==> config.mk <==
export PLATFORM = sky130hd
export DESIGN_NAME = jump_redirect_ctrl
export DESIGN_NICKNAME = d
export VERILOG_FILES = /design/src/rtl/jump_redirect_ctrl.sv
export SDC_FILE = /design/constraint.sdc
export NUM_CORES = 1
export LEC_CHECK = 0
export ABC_AREA = 1
export CORE_ASPECT_RATIO = 0.8
export CORE_MARGIN = 1.5
export CORE_UTILIZATION = 30
export CTS_CLUSTER_DIAMETER = 200
export DETAILED_ROUTE_END_ITERATION = 6
export DONT_BUFFER_PORTS = 1
export PLACE_DENSITY = 0.51
export SLEW_MARGIN = 20
export SYNTH_ARGS = -nofsm -noshare
export SYNTH_HDL_FRONTEND = slang
export SYNTH_SLANG_ARGS = --single-unit
==> constraint.sdc <==
create_clock -name clk -period 3.8 [get_ports clk]
set_clock_uncertainty 0.1 [all_clocks]
set_input_delay 0.76 -clock clk [delete_from_list [all_inputs] [get_ports clk]]
set_output_delay 0.76 -clock clk [all_outputs]
set_load 0.05 [all_outputs]
==> src/rtl/jump_redirect_ctrl.sv <==
// jump_redirect_ctrl
// Consumes the ID-stage jump request and steers the front end: computes the
// J/JAL/JR target, redirects the PC, squashes the wrong-path IF/ID entry,
// produces the JAL link write and stalls IF/ID while a JR source is pending.
module jump_redirect_ctrl #(
  parameter int ADDR_W      = 32,
  parameter int CNT_W       = 16,
  parameter int RS_WAIT_MAX = 4
) (
  input  logic              clk,
  input  logic              rst,
  input  logic              jmpSign,
  input  logic [5:0]        Op,
  input  logic [5:0]        Funct,
  input  logic [25:0]       InstrAddr,
  input  logic [ADDR_W-1:0] pc_id,
  input  logic [ADDR_W-1:0] rs_data,
  input  logic              rs_ready,
  input  logic              stall_in,
  output logic              redirect,
  output logic [ADDR_W-1:0] jump_target,
  output logic              if_id_flush,
  output logic              stall_out,
  output logic              link_we,
  output logic [ADDR_W-1:0] link_data,
  output logic [CNT_W-1:0]  jump_count,
  output logic              err_timeout,
  output logic              err_align
);

  localparam int WAIT_W = (RS_WAIT_MAX > 1) ? $clog2(RS_WAIT_MAX) : 1;
  localparam logic [WAIT_W-1:0] WAIT_LAST = WAIT_W'(RS_WAIT_MAX - 1);

  localparam logic [5:0] OP_SPECIAL = 6'h00;
  localparam logic [5:0] OP_J       = 6'h02;
  localparam logic [5:0] OP_JAL     = 6'h03;
  localparam logic [5:0] FN_JR      = 6'h08;

  typedef enum logic [1:0] {
    IDLE     = 2'd0,
    WAIT_RS  = 2'd1,
    REDIRECT = 2'd2
  } state_e;

  state_e              state_q, state_d;
  logic [WAIT_W-1:0]   waitCnt_q, waitCnt_d;
  logic [ADDR_W-1:0]   target_q, target_d;
  logic [ADDR_W-1:0]   linkData_q, linkData_d;
  logic                isJal_q, isJal_d;
  logic [CNT_W-1:0]    count_q, count_d;
  logic                linkWe_q, linkWe_d;
  logic                errTimeout_q, errTimeout_d;
  logic                errAlign_q, errAlign_d;
  logic                redirect_q, redirect_d;
  logic                stall_q, stall_d;

  logic                decJ, decJal, decJr;
  logic [ADDR_W-1:0]   pcPlus4;
  logic [ADDR_W-1:0]   absTarget;
  logic [ADDR_W-1:0]   regTarget;
  logic                rsMisaligned;

  // Decode the ID instruction and form both candidate targets.
  always_comb begin
    decJal       = (Op == OP_JAL);
    decJ         = (Op == OP_J);
    decJr        = (Op == OP_SPECIAL) && (Funct == FN_JR);
    pcPlus4      = pc_id + ADDR_W'(4);
    absTarget    = {pcPlus4[ADDR_W-1:28], InstrAddr, 2'b00};
    regTarget    = {rs_data[ADDR_W-1:2], 2'b00};
    rsMisaligned = (rs_data[1:0] != 2'b00);
  end

  // Next-state logic: accept a jump, wait for the JR source, then hold the redirect until the pipeline lets it through.
  always_comb begin
    state_d      = state_q;
    waitCnt_d    = waitCnt_q;
    target_d     = target_q;
    linkData_d   = linkData_q;
    isJal_d      = isJal_q;
    count_d      = count_q;
    linkWe_d     = 1'b0;
    errTimeout_d = errTimeout_q;
    errAlign_d   = errAlign_q;

    case (state_q)
      IDLE: begin
        if (jmpSign && !stall_in && (decJ || decJal || decJr)) begin
          if (decJr) begin
            isJal_d = 1'b0;
            if (rs_ready) begin
              target_d = regTarget;
              if (rsMisaligned) begin
                errAlign_d = 1'b1;
              end
              state_d = REDIRECT;
            end else begin
              waitCnt_d = '0;
              state_d   = WAIT_RS;
            end
          end else begin
            target_d = absTarget;
            isJal_d  = decJal;
            if (decJal) begin
              linkData_d = pcPlus4;
            end
            state_d = REDIRECT;
          end
        end
      end

      WAIT_RS: begin
        if (rs_ready) begin
          target_d = regTarget;
          if (rsMisaligned) begin
            errAlign_d = 1'b1;
          end
          state_d = REDIRECT;
        end else if (waitCnt_q == WAIT_LAST) begin
          errTimeout_d = 1'b1;
          state_d      = IDLE;
        end else begin
          waitCnt_d = waitCnt_q + 1'b1;
        end
      end

      REDIRECT: begin
        if (!stall_in) begin
          count_d  = count_q + 1'b1;
          linkWe_d = isJal_q;
          state_d  = IDLE;
        end
      end

      default: begin
        state_d = IDLE;
      end
    endcase

    redirect_d = (state_d == REDIRECT);
    stall_d    = (state_d == WAIT_RS);
  end

  // State and registered outputs; reset abandons any jump in flight.
  always_ff @(posedge clk) begin
    if (rst) begin
      state_q      <= IDLE;
      waitCnt_q    <= '0;
      target_q     <= '0;
      linkData_q   <= '0;
      isJal_q      <= 1'b0;
      count_q      <= '0;
      linkWe_q     <= 1'b0;
      errTimeout_q <= 1'b0;
      errAlign_q   <= 1'b0;
      redirect_q   <= 1'b0;
      stall_q      <= 1'b0;
    end else begin
      state_q      <= state_d;
      waitCnt_q    <= waitCnt_d;
      target_q     <= target_d;
      linkData_q   <= linkData_d;
      isJal_q      <= isJal_d;
      count_q      <= count_d;
      linkWe_q     <= linkWe_d;
      errTimeout_q <= errTimeout_d;
      errAlign_q   <= errAlign_d;
      redirect_q   <= redirect_d;
      stall_q      <= stall_d;
    end
  end

  assign redirect    = redirect_q;
  assign if_id_flush = redirect_q;
  assign stall_out   = stall_q;
  assign jump_target = target_q;
  assign link_we     = linkWe_q;
  assign link_data   = linkData_q;
  assign jump_count  = count_q;
  assign err_timeout = errTimeout_q;
  assign err_align   = errAlign_q;

endmodule

### Word-level counts from Yosys, hierarchy flattened

Cells that the tools add are included.

| cells by class | value |
|---|---|
| equality and inequality tests | 13 |
| bitwise logic cells | 4 |
| multiplexer cells | 23 |
| add/subtract/negate cells | 3 |
| reductions and logical operators | 18 |

Operators by type and width:

| kind | count |
|---|---|
| $mux 32 | 3 |
| $pmux 32 s2 | 1 |
| $add 32x3->32 const B | 1 |
| $mux 2 | 11 |
| $add 16x1->16 const B | 1 |
| $eq 6x2->1 const B | 2 |
| $ne 2x2->1 const B | 5 |
| $eq 2x2->1 const B | 3 |
| $eq 6x4->1 const B | 1 |
| $logic_not 6->1 | 1 |
| $pmux 2 s3 | 1 |
| $reduce_and 2->1 | 3 |
| $reduce_and 3->1 | 2 |
| $reduce_and 6->1 | 1 |
| $mux 1 | 5 |
| $eq 2x1->1 const B | 2 |
| $not 1->1 | 4 |
| $pmux 2 s2 | 1 |
| $reduce_and 4->1 | 1 |
| $reduce_bool 2->1 | 2 |
| $logic_and 1x1->1 | 3 |
| $reduce_or 3->1 | 1 |
| $add 2x1->2 const B | 1 |
| $logic_not 2->1 | 1 |
| other kinds (3) | 4 |

| word-level totals | value |
|---|---|
| register bits | 90 |
| output and inout bits | 86 |
| bits of input ports | 107 |
| word-level logic and storage cells | 72 |

### Logic depth before layout (Yosys ltp)

Gate-level depths: netlist (run 1).

| depth | value |
|---|---|
| word-level depth | 7 |
| mapped depth | 12 |
| mapped depth without buffers | 11 |

### Worst setup path after synthesis (run 1)

OpenSTA, ideal clock, no wires.

| timing | value |
|---|---|
| path type | in2reg |
| start | input port Op[3] |
| end | register target_q[28] (netlist: jump_target[28]) |
| stages | 12 |
| setup slack | 1.783 ns |
| buffers on the path | 2 |
| library setup time | 0.111 ns |
| data required time | 3.589 ns |
| data arrival time | 1.806 ns |
| path through | nor2_1 > inv_1 > nor2_2 > nand3_2 > nand2_2 > nand3_4 > nand2_2 > buf_4 > buf_6 > nand2_1 > nor2_1 > nor2_1 |

| on the way | value |
|---|---|
| longest elaborated chain between the ends | 6 |
| elaborated cells on any way between the ends | 12 |
| classes of those cells | eq/ne (3); mux (3); reduce/logical (6) |

Ends and longest elaborated chain:

| item | line | text |
|---|---|---|
| start: declaration | 13 | `input logic [5:0] Op,` |
| $eq 6x2->1 (tied with other cells) | 66 | `decJ = (Op == OP_J);` |
| $logic_or 1x1->1 / $logic_and 1x1->1 (equally long branches) | 88, 67 |  |
| $logic_or 1x1->1 | 88 | `if (jmpSign && !stall_in && (decJ \|\| decJal \|\| decJr)) begin` |
| $logic_and 1x1->1 | 88 |  |
| $ne 2x2->1 (no source line) | -- |  |
| $reduce_and 2->1 (no source line) | -- |  |
| end signal: assignment | 161 | `target_q <= target_d;` |
| end: declaration | 47 | `logic [ADDR_W-1:0] target_q, target_d;` |

Several ways; a longest one is shown, not always the timed one. The select of a mux whose other input is x is not followed.
A chain may end at the register's enable or synchronous reset.

### Final worst setup path (run 1)

| timing | value |
|---|---|
| start | input port Op[3] |
| end | register target_q[1] (netlist: jump_target[1]) |

Same word-level chain as after synthesis.

==> impl_results.md, run 1 <==
- Status: completed
- Mean Syn Cell Area: 5.95 sq um
- Yosys top cell area share: 33.7%
- Port-buffer cells: 0
- Syn Nets: 1,008
- Routed Antenna Nets: 0
- RSZ-0062 raised after global routing: no
- Main synth FF type: dfxtp_1
- Die H: 122 um
- CP startpoint kind: primary input
- Setup TNS Final: 0 ns
- Top post-synthesis cells by count: nand2_1 (290), nor2_1 (175), inv_1 (104), dfxtp_1 (90), nand3_1 (49)
- Cell count after placement: 1,092
- Hold Path Class: flop to flop
- Cts repair resizes: 0
- Final Wtd Congestion: 0.853
- Largest net degree at the start of global routing: 66
- GRT Util Overall: 16.2%
- CTS tree: yes
- DR WL met2: 6.48 mm
- Final setup viols: 0
- First-pass GRT wire length: 23.9 mm
- Overall die width: 152 um
- Slew HR: 34.3%
- Worst-path fanout max: 36
- # Post-CTS Setup Buffers: 0
- Worst EP required: 3.95 ns
- CTS Buffer Depth: 2
- H-tree lvl count: 3
- Mapped cell area: 5340 sq um
- DP Wirelength: 11.5 mm
- Slowest library cell on the worst path: nand2_2
- Rows: 43
- Critical Path Start: Op[3]
- Min cycle time layout: 2.62 ns
- Hold slack: 0.362 ns
- Via density: 4.53
- Worst Tran Pin Value: 0.983 ns
- Hold Violations, Final: 0
- DRC viols: 0
- Top Metal Used: met4
- Count leader, synth: nand2_1
- DRT iter0 DRCs: 363
- Area Overhead vs Synth: 8.50%
- Hold Path Origin: isJal_q
- Die Area: 18,600 sq um
- Core Region: 17,400 sq um
- Synth area leader: dfxtp_1
- Max Cap Viol: 0
- Post-synthesis sequential area ratio: 33.7%
- Tcrit/Tclk final: 68.9%
- Initial antenna violation count: 0
- TritonCTS Buffers: 9
- Max Freq: 0.382 GHz
- DR WL/cell: 13.9 um
- Ys async rst share: 0%
- Fin cells: 1,108
- Worst skew pair latency: 0.35 ns
- Hold Buf Count CTS: 0
- Starting Density: 30.7%
- Final nets: 988
- Final Util: 33.4%
- Routed WL: 15.4 mm
- IO Count: 193
- Synth area leaders: dfxtp_1 (34%), nand2_1 (20%), nor2_1 (12%)
- Yosys warning total: 0
- R2R Setup Slk: 1.25 ns
- Total number of vias: 5,023
- EDFF count, synth: 0
- Worst Path Arrival: 2.77 ns
- Vias in the first global route: 4,366
- Layout cells sized above 1: 7.25%
- DR WL met3: 1.22 mm
- Max IR drop VDD: 0.000192 V
- Synth Register Bits: 90
- Synth unique cells: 29
- Clock slew at reported path FFs: 0.07 ns
- Synth Instances: 898
- Static leakage: 2.67 nW
- Reg-to-reg startpoint: state_q[1]
- Remaining Overflow, GRT: 0
- DRT Pass-1 Iters: 7
- Total power: 2.03 mW
- Clk sinks: 90
- Worst setup EP type: flop
- Reg2reg path depth: 7
- CP max stage delay: 0.52 ns
- Crit path cell chain: nor2_1 > inv_1 > nor2_2 > nand3_2 > buf_4 > nand2_2 > nand3_4 > nand2_2 > buf_4 > nand2_1 > nand2_1 > nor2_1
- Number of diodes: 0
- PwrDens: 351 nW/um^2
- Root buffer cell: clkbuf_16
- Met1 wire length: 7.52 mm
- Critical Path End: jump_target[1]
- CP Class: primary input to flop
- Final slew viol count: 0
- R2R Path End: jump_target[1]
## critical path: cells and delay by family
kind | cells | cell delay [ns]
AND/OR/NAND/NOR | 9 | 1.31
buffers and inverters | 3 | 0.69
## final cells by class
cell class / instances / area [sq um]
clock inverter: 7 / 85.1
tap: 225 / 282
sequential: 90 / 1800
clock buffer: 9 / 225
multi-input combinational: 663 / 2950
fill: 1959 / 11600
inverter: 107 / 403
timing repair buffer: 7 / 52.6
## power breakdown
part | internal [mW] | switching (mW) | leakage, nW
logic | 0.0489 | 0.0743 | 1.80
clock network | 0.523 | 0.425 | 0.146
registers | 0.946 | 0.0161 | 0.725
## cell usage in the layout, fill, tap and decap left out, drive strengths merged, types with 3 or more instances in the layout
cell type,synthesis,layout
nand2,294,294
nor2,178,178
inv,106,109
dfxtp,90,90
nand3,53,53
a21oi,44,44
or2,26,26
o21ai,18,18
xor2,17,17
nor3,13,13
xnor2,9,9
clkbuf,11,9
buf,27,7
nand4,4,4
ha,3,3
## state kept, by name, indices dropped and copies added, names as in the netlist
| signal | flops |
|---|---|
| err_align | 1 |
| err_timeout | 1 |
| if_id_flush | 1 |
| isJal_q | 1 |
| jump_count | 16 |
| jump_target | 32 |
| link_data | 32 |
| link_we | 1 |
| stall_out | 1 |
| state_q | 2 |
| waitCnt_q | 2 |
## cell families (layout without fill, tap and decap cells)
kind of cell / Yosys count / count (layout) / share of synthesized area, %
adders and majority gates: 3 / 3 / 0.703
DFF: 90 / 90 / 33.7
and+or+nand+nor: 569 / 569 / 44.0
xor gates and xnor gates: 26 / 26 / 4.26
AOI/OAI and AO/OA: 65 / 65 / 6.25
buffers and inverters: 145 / 130 / 11.1
## per-stage QoR
stage          setup slack, ns  instance area (sq um)
3_3_place_gp             0.901                   5490
2_1_floorplan             1.78                   5340
4_1_cts                   1.25                   5800
6_report                  1.18                   5800
5_1_grt                  0.975                   5800
3_5_place_dp             0.868                   5490
## routing by layer
layer / vias to the layer above / track usage [%]
met5: - / 0
met4: 0 / 4.19
met3: 13 / 5.93
met2: 138 / 23.6
met1: 2195 / 22.4
li1: 2677 / -
## worst min path at each step
| stage | slack [ns] | cells past startpoint | to |
|---|---|---|---|
| 3_5_place_dp | 0.36 | 2 | isJal_q |
| 3_3_place_gp | 0.38 | 2 | waitCnt_q[1] |
| 5_1_grt | 0.35 | 1 | state_q[0] |
| 6_report | 0.36 | 2 | isJal_q |
| 4_1_cts | 0.34 | 1 | jump_count[15] |
| 2_1_floorplan | 0.32 | 2 | link_we |
(Power assumes the default switching activity.)
==> run 2, diff against run 1 <==
- clock period: 3.8 -> 2.6 ns (I/O delays scaled with it)
==> run 2 against run 1 <==
Against the previous run: sequential share of layout area is 0.66 points lower; via count is 1.4% higher; design area is 2.2% higher; critical path type is now flop to flop; highest routed layer unchanged; clock power is 47% higher; sequential power is 47% higher; total power is 46% higher.
==> impl_results.md, run 2 (same netlist as run 1, synthesis figures left out) <==
- CP startpoint kind: flop
- Hold Path Class: primary input to flop
- Root buffer cell: clkbuf_16
- Core Region: 17,400 sq um
- Remaining Overflow, GRT: 0
- Worst setup EP type: flop
- Worst-path fanout max: 35
- Port-buffer cells: 0
- DR WL/cell: 13.9 um
- Max Cap Viol: 0
- CTS tree: yes
- R2R Setup Slk: 0.76 ns
- Largest net degree at the start of global routing: 66
- Initial antenna violation count: 0
- First-pass GRT wire length: 24.2 mm
- Hold Buf Count CTS: 0
- Max IR drop VDD: 0.000275 V
- DRT Pass-1 Iters: 5
- Worst Path Arrival: 1.99 ns
- Via density: 4.54
- Most frequent cells in the layout: nand2_1 (290), nor2_1 (175), inv_1 (104), dfxtp_1 (90), nand3_1 (49)
- Final setup viols: 0
- Rows: 43
- Worst Tran Pin Value: 0.791 ns
- Static leakage: 2.76 nW
- Status: completed
- Crit-path most repeated cell: nor2_1
- IO Count: 193
- Cts repair resizes: 0
- DRC viols: 0
- Die Area: 18,600 sq um
- Overall die width: 152 um
- Clock slew at reported path FFs: 0.07 ns
- Leading cell type in the layout, fill and taps excluded: nand2_1
- Setup TNS Final: 0 ns
- DP Wirelength: 11.7 mm
- CTS Buffer Depth: 2
- Routed WL: 15.6 mm
- Total number of vias: 5,093
- Area Overhead vs Synth: 10.8%
- Final nets: 1,003
- Final Wtd Congestion: 0.840
- Final slew viol count: 0
- Worst skew pair latency: 0.35 ns
- Crit path cell chain: inv_1 > nor2_1 > inv_2 > buf_4 > nand2_2 > buf_4 > nand2_1 > nor2_1 > nor2_1
- Clk sinks: 90
- PwrDens: 503 nW/um^2
- Placed Area: 5610 sq um
- DRT iter0 DRCs: 312
- RSZ-0062 raised after global routing: no
- Starting Density: 30.7%
- Hold slack: 0.130 ns
- Hold Violations, Final: 0
- Vias in the first global route: 4,384
- Routed Antenna Nets: 0
- Min cycle time layout: 1.84 ns
- Die H: 122 um
- Tcrit/Tclk final: 70.9%
- # Post-CTS Setup Buffers: 0
- Layout cells sized above 1: 8.80%
- Final instance area: 5920 sq um
- Number of diodes: 0
- CP Class: flop to flop
- Worst EP required: 2.74 ns
- Slowest library cell on the worst path: dfxtp_1
- CP max stage delay: 0.34 ns
- TritonCTS Buffers: 9
- H-tree lvl count: 3
- Max Freq: 0.543 GHz
- GRT Util Overall: 16.4%
- Slew HR: 47.2%
-- run 2: changes by cell type in the layout (fill, tap and decap cells not counted) --
cell | before | now
clkbuf_8 | 0 | 1
inv_8 | 2 | 1
buf_12 | 0 | 1
clkinv_2 | 1 | 2
inv_6 | 1 | 2
clkinvlp_4 | 2 | 1
buf_4 | 7 | 21
clkinv_4 | 1 | 0
-- run 2: path summary, 6_finish.rpt --
| kind | depth (start not counted) | from | to |
|---|---|---|---|
| setup reg to reg | 9 | state_q[0] | jump_target[29] |
| hold reg to reg | 2 | isJal_q | link_we |
| setup / recovery | 9 | state_q[0] | jump_target[29] |
| hold / removal | 1 | rst | err_align |
-- run 2: cell type report --
| type | instances | area (sq um) |
|---|---|---|
| clock buffer | 10 | 239 |
| clock inverter | 6 | 71.3 |
| fill | 1965 | 11500 |
| inverter | 107 | 403 |
| multi-input combinational | 663 | 2950 |
| sequential | 90 | 1800 |
| tap | 225 | 282 |
| timing repair buffer | 22 | 178 |
-- run 2: through the flow --
stage / cells / total power, mW / worst slack [ns] / utilization, %
finish: 1123 / 2.98 / 0.758 / 34.1
global route: 1123 / 3.12 / 0.463 / 34.1
CTS: 1123 / 3.03 / 0.757 / 34.1
detailed placement: 1107 / 1.62 / 0.528 / 32.3
global placement: 1107 / 1.62 / 0.571 / 32.3
floorplan: 898 / 1.59 / 0.790 / -
-- run 2: critical path: cells and delay by family, from the launching register on --
family | cells | cell delay (ns)
buffers and inverters | 4 | 0.75
and+or+nand+nor | 5 | 0.56
DFF | 1 | 0.34
-- run 2: power by group --
group	internal [mW]	switching, mW	leakage, nW
Clock	0.784	0.605	0.151
Sequential	1.38	0.0224	0.725
Combinational	0.0713	0.110	1.89
Total	2.24	0.737	2.76
-- run 2: metal layers --
metal / global-route usage (%) / vias up / share of wire [%]
met3: 6.60 / 13 / 7.9
met4: 4.43 / 0 / 1.2
met5: 0 / - / 0
met2: 24.0 / 122 / 43
met1: 22.2 / 2244 / 48
li1: - / 2714 / -
